File: config.mk
export PLATFORM = sky130hd
export DESIGN_NAME = chunked_add_sub
export DESIGN_NICKNAME = d
export VERILOG_FILES = /design/src/rtl/chunked_add_sub.sv
export SDC_FILE = /design/constraint.sdc
export NUM_CORES = 1
export LEC_CHECK = 0
export CAP_MARGIN = 20
export CORE_UTILIZATION = 56
export CTS_CLUSTER_SIZE = 12
export DETAILED_ROUTE_END_ITERATION = 16
export PLACE_DENSITY = 0.83
export SYNTH_ARGS = -nofsm -noshare
export SYNTH_HDL_FRONTEND = slang
export SYNTH_SLANG_ARGS = --single-unit
export TNS_END_PERCENT = 5
File: constraint.sdc
create_clock -name clk -period 6.11 [get_ports clk]
set_input_delay 1.5275 -clock clk [delete_from_list [all_inputs] [get_ports clk]]
set_output_delay 1.5275 -clock clk [all_outputs]
set_load 0.02 [all_outputs]
File: src/rtl/chunked_add_sub.sv
// Purpose : N-bit add/subtract computed W bits per cycle, LSB chunk first, carry rippled through a register.
// Latency : done pulses K=N/W cycles after the accepted start edge; one operation per K+1 cycles.
// Backpr. : no queueing; start is only honoured while busy=0, and start during busy is dropped.
//
// Ports:
//   clk, rst        - rising-edge clock, synchronous active-high reset
//   start, sub      - begin an operation (0: num1+num2, 1: num1-num2), sampled when idle
//   num1, num2      - N-bit operands, sampled with start
//   busy, done      - busy while chunks run; done is a one-cycle pulse as results update
//   sum, carry      - result modulo 2^N and carry out of bit N-1 (1 = no borrow when subtracting)
//   overflow        - two's-complement signed overflow of the operation
module chunked_add_sub #(
   parameter int N = 16,
   parameter int W = 4
) (
   input  logic         clk,
   input  logic         rst,
   input  logic         start,
   input  logic         sub,
   input  logic [N-1:0] num1,
   input  logic [N-1:0] num2,
   output logic         busy,
   output logic         done,
   output logic [N-1:0] sum,
   output logic         carry,
   output logic         overflow
);

   localparam int K  = N / W;
   localparam int CW = (K > 1) ? $clog2(K) : 1;

   if (N < 1 || W < 1 || W > N || (N % W) != 0) begin : g_bad_params
      $error("chunked_add_sub: need N >= 1, 1 <= W <= N and N a multiple of W");
   end

   typedef enum logic {IDLE, RUN} state_t;

   state_t          state_q, state_d;
   logic [N-1:0]    a_q, b_q, acc;
   logic            cy_q;
   logic [CW-1:0]   cnt;

   logic [W-1:0]    a_ch, b_ch;
   logic [W:0]      csum;
   logic [N-1:0]    acc_nxt;
   logic            last;
   logic            c_top;

   assign busy = (state_q == RUN);
   assign last = (cnt == CW'(K - 1));

   // Chunk select and accumulator write use a compare-per-chunk mux so every
   // index is a constant; the counter never has to be widened into a bit offset.
   always_comb begin
      a_ch    = '0;
      b_ch    = '0;
      acc_nxt = acc;
      for (int k = 0; k < K; k++) begin
         if (cnt == CW'(k)) begin
            a_ch = a_q[k*W +: W];
            b_ch = b_q[k*W +: W];
         end
      end
      csum = {1'b0, a_ch} + {1'b0, b_ch} + {{W{1'b0}}, cy_q};
      for (int k = 0; k < K; k++) begin
         if (cnt == CW'(k)) begin
            acc_nxt[k*W +: W] = csum[W-1:0];
         end
      end
   end

   // Carry into the chunk's top bit, recovered from that bit's sum and inputs
   // (s = a ^ b ^ cin); on the last chunk this is the carry into bit N-1.
   assign c_top = csum[W-1] ^ a_ch[W-1] ^ b_ch[W-1];

   always_comb begin
      state_d = state_q;
      if (state_q == IDLE) begin
         if (start) state_d = RUN;
      end else begin
         if (last) state_d = IDLE;
      end
   end

   always_ff @(posedge clk) begin
      if (rst) begin
         state_q  <= IDLE;
         a_q      <= '0;
         b_q      <= '0;
         acc      <= '0;
         cy_q     <= 1'b0;
         cnt      <= '0;
         sum      <= '0;
         carry    <= 1'b0;
         overflow <= 1'b0;
         done     <= 1'b0;
      end else begin
         state_q <= state_d;
         done    <= 1'b0;
         if (state_q == IDLE) begin
            if (start) begin
               // Subtraction is A + ~B + 1: invert B here, seed the carry with sub.
               a_q  <= num1;
               b_q  <= num2 ^ {N{sub}};
               cy_q <= sub;
               cnt  <= '0;
            end
         end else begin
            acc  <= acc_nxt;
            cy_q <= csum[W];
            cnt  <= cnt + 1'b1;
            if (last) begin
               sum      <= acc_nxt;
               carry    <= csum[W];
               overflow <= c_top ^ csum[W];
               done     <= 1'b1;
            end
         end
      end
   end

endmodule

==> impl_metrics.py <==
metrics = {
    "synth": {
        "synthDistinctLibCells": 32,
        "synthesis.area_um2": 3055,
        "synthTopCellsByCount": "68 x sky130_fd_sc_hd__nand2_1, 67 x sky130_fd_sc_hd__dfxtp_1, 36 x sky130_fd_sc_hd__nor2_1",
        "synth_cells": 360,
        "synth_sequential_area_ratio_pct": 43.90,
        "synth_top_cells_by_area": "sky130_fd_sc_hd__dfxtp_1 44%, sky130_fd_sc_hd__nand2_1 8.4%, sky130_fd_sc_hd__a211oi_1 6.1%, sky130_fd_sc_hd__a21oi_1 5.6%, sky130_fd_sc_hd__xnor2_1 4.9%",
        "yosysMostFrequentCell": "sky130_fd_sc_hd__nand2_1",
        "synth_top_flop_cell": "sky130_fd_sc_hd__dfxtp_1",
        "async_sr_flop_fraction_pct": 0,
        "synth.avg_cell_area_um2": 8.487,
        "synth_top_area_share_pct": 43.90,
        "ys_seq_elements": 67,
        "yosys.area.top_type": "sky130_fd_sc_hd__dfxtp_1",
        "yosysWarnings": 0,
        "count_of_flip_flops_with_a_built_in_enable_after_synthesis": 0,
        "syn-num-nets": 405,
    },
    "clocking": {
        "worst_skew_pair.late_latency_ns": 0.34,
        "cts.hold.buffers_added": 0,
        "ctsHtreeMaxLevel": 3,
        "clkSlewWorstSetupHoldPaths_ns": 0.07,
        "ctsRootBufferMaster": "sky130_fd_sc_hd__clkbuf_8",
        "postCtsSetupBuffers": 0,
        "cts_num_sinks": 67,
        "cts.repair.resized": 0,
        "cts-buffers-inserted": 9,
        "max-clock-path-buffers": 2,
        "tritoncts_clock_tree": "built",
    },
    "timing": {
        "min_period_over_period_pct": 61.54,
        "timing.setup.tns_ns": 0,
        "setup_violations": 0,
        "hold_viol_final": 0,
        "timing.max_slew.rel_slack_pct": 27.48,
        "worst_margin_slew_ns": 1.084,
        "final_max_slew_viols": 0,
        "fin_crit_ns": 3.760,
        "fin_skew_ns": 0.007334,
        "fmax_ghz": 0.2660,
        "setup_repair_after_global_routing_missed_its_margin": "no",
    },
    "min_path": {
        "hold_path_depth": 2,
        "whs_endpoint": "sum[4]",
        "worstHoldPathType": "reg2reg",
        "hold_path_startpoint": "sum[4]",
    },
    "final_layout": {
        "finish.utilization_pct": 73.03,
        "post_route_cells_drive_above_1_share_pct": 5.473,
        "insertedDiodeCount": 0,
        "finalNetCount": 443,
        "area_delta_synth_final_pct": 23.63,
        "final-instance-count-excl-fill": 472,
        "fillers": 388,
    },
    "routing": {
        "via_per_inst": 5.377,
        "detail_route.first_pass.iterations": 4,
        "drc": 0,
        "antenna_left": 0,
        "detailroute.via_count": 2538,
        "finalWirelength_mm": 6.394,
        "avgRoutedWirePerCell_um": 13.55,
        "first_iter_violations": 90,
    },
    "job": {
        "drv_cap": 0,
    },
    "worst_setup_path": {
        "worst_ep_arrival_time_ns": 3.99,
        "worstRegToRegCells": 15,
        "crit_fanout": 23,
        "destination_of_the_worst_register_to_register_timing_path": "overflow",
        "worst_ep_required_ns": 6.34,
        "cp-end-kind": "flop",
        "timing.rr.start": "cnt[1]",
        "critical_path.startpoint_type": "flop",
        "timing.reg2reg.setup_slack_ns": 2.35,
        "timing.setup.critical_path_class": "reg2reg",
    },
    "grt": {
        "groute.usage.overall_pct": 24.49,
        "gr-total-overflow": 0,
        "largest_net_degree_at_the_start_of_global_routing": 49,
        "via_count_of_the_first_global_routing_pass": 2307,
        "global_route_wire_length_before_repair_mm": 10.25,
        "antenna_found_initial": 0,
    },
    "power": {
        "power_leakage_nw": 1.372,
        "design_power_total_w": 0.0009930,
        "power-per-cell-area_nw_per_um2": 262.9,
        "vdd.ir_drop.worst_uv": 146.2,
    },
    "die": {
        "floorplan.die_area_um2": 5756,
        "pin_count": 56,
        "die_x_um": 75.87,
        "effective_utilization_at_floorplan_pct": 59.07,
        "floorplan.rows": 26,
        "chipHeight_um": 75.87,
        "core_area_um2": 5172,
    },
    "outcome": {
        "run_status": "finished clean",
    },
    "placed_design": {
        "placed_cells_incl_taps": 457,
        "port_buffers": 55,
        "globalplace.congestion": 0.7722,
        "place.detailed.hpwl_mm": 4.383,
    },
}
cells by family after synthesis:
logic type	synth area share (%)
simple gates	17.61
xor+xnor	6.798
fa+ha+maj	4.177
mux	3.931
compound gates	18.80
buf+inv	4.791
flops	43.90
state kept, by name, summed over array words and instances, names as in the netlist:
signal    flops
cnt           2
a_q          16
overflow      1
carry         1
acc          12
sum          16
b_q          16
busy          1
cy_q          1
done          1
worst max-delay path by stage:
stage / start / end / slack [ns] / cells past startpoint
floorplan: cnt[0] / overflow / 3.01 / 15
global placement: rst / overflow / 2.44 / 3
detailed placement: cnt[1] / overflow / 2.35 / 15
CTS: cnt[1] / overflow / 2.34 / 15
global route: cnt[1] / overflow / 2.03 / 15
finish: cnt[1] / overflow / 2.35 / 15
cell type report:
| cell class | count | area (um^2) | share of cell area (%) |
|---|---|---|---|
| multi-input cells | 258 | 1570 | 41.57 |
| flip-flops and latches | 67 | 1341 | 35.51 |
| repair buffers | 57 | 565.5 | 14.97 |
| clock buffers | 13 | 158.9 | 4.207 |
| well taps | 70 | 87.58 | 2.319 |
| clock inverters | 2 | 35.03 | 0.9275 |
| inverters | 5 | 18.77 | 0.4969 |
report_power, final:
group          total (W)  internal, W  switching [W]
clock           0.000361     0.000208       0.000153
combinational   0.000162    0.0000749      0.0000867
sequential      0.000470     0.000457      0.0000125
total           0.000993     0.000741       0.000252
worst max-delay path, cell delays in order, from the launching register on:
cell and delay (ns):
sky130_fd_sc_hd__dfxtp_1 0.33, sky130_fd_sc_hd__inv_1 0.09, sky130_fd_sc_hd__ha_1 0.68, sky130_fd_sc_hd__nand3b_1 0.20, sky130_fd_sc_hd__a21oi_1 0.08, sky130_fd_sc_hd__a21oi_1 0.20
sky130_fd_sc_hd__nor2_1 0.06, sky130_fd_sc_hd__a21oi_1 0.20, sky130_fd_sc_hd__fa_1 0.23, sky130_fd_sc_hd__inv_1 0.06, sky130_fd_sc_hd__fa_1 0.41, sky130_fd_sc_hd__a21o_2 0.23
sky130_fd_sc_hd__a21oi_1 0.25, sky130_fd_sc_hd__xor2_1 0.20, sky130_fd_sc_hd__xnor3_1 0.24, sky130_fd_sc_hd__a22o_1 0.18
layer usage:
metal  part of all wire (%)  track usage [%]
met3                    3.5            5.556
met1                     45            27.76
met2                     49            42.77
met5                      0                0
met4                    2.3            12.96
per-stage QoR:
stage	hold WS, ns	setup slack (ns)	instance area [um^2]
finish	0.4529	2.350	3777
detailed placement	0.4384	2.355	3583
CTS	0.4563	2.339	3777
floorplan	0.4364	3.011	3055
global route	0.4751	2.032	3777
global placement	0.4355	2.440	3583
cell usage in the layout (no fill, tap or decap), types with 2 or more instances in the layout:
cell type and n:
sky130_fd_sc_hd__inv_1 5, sky130_fd_sc_hd__dfxtp_1 67, sky130_fd_sc_hd__and2_1 4, sky130_fd_sc_hd__xnor2_1 17, sky130_fd_sc_hd__clkbuf_8 11, sky130_fd_sc_hd__a22o_1 2
sky130_fd_sc_hd__clkbuf_1 2, sky130_fd_sc_hd__nor2_1 36, sky130_fd_sc_hd__a211oi_1 25, sky130_fd_sc_hd__fa_1 2, sky130_fd_sc_hd__nand3b_1 7, sky130_fd_sc_hd__ha_1 7
sky130_fd_sc_hd__o21ai_0 26, sky130_fd_sc_hd__o21a_1 2, sky130_fd_sc_hd__a21oi_1 34, sky130_fd_sc_hd__buf_4 2, sky130_fd_sc_hd__clkdlybuf4s50_1 55, sky130_fd_sc_hd__nor3_1 2
sky130_fd_sc_hd__mux2i_1 12, sky130_fd_sc_hd__nand2b_1 2, sky130_fd_sc_hd__nand2_1 68
No activity file was read; power rests on OpenSTA's default activity.
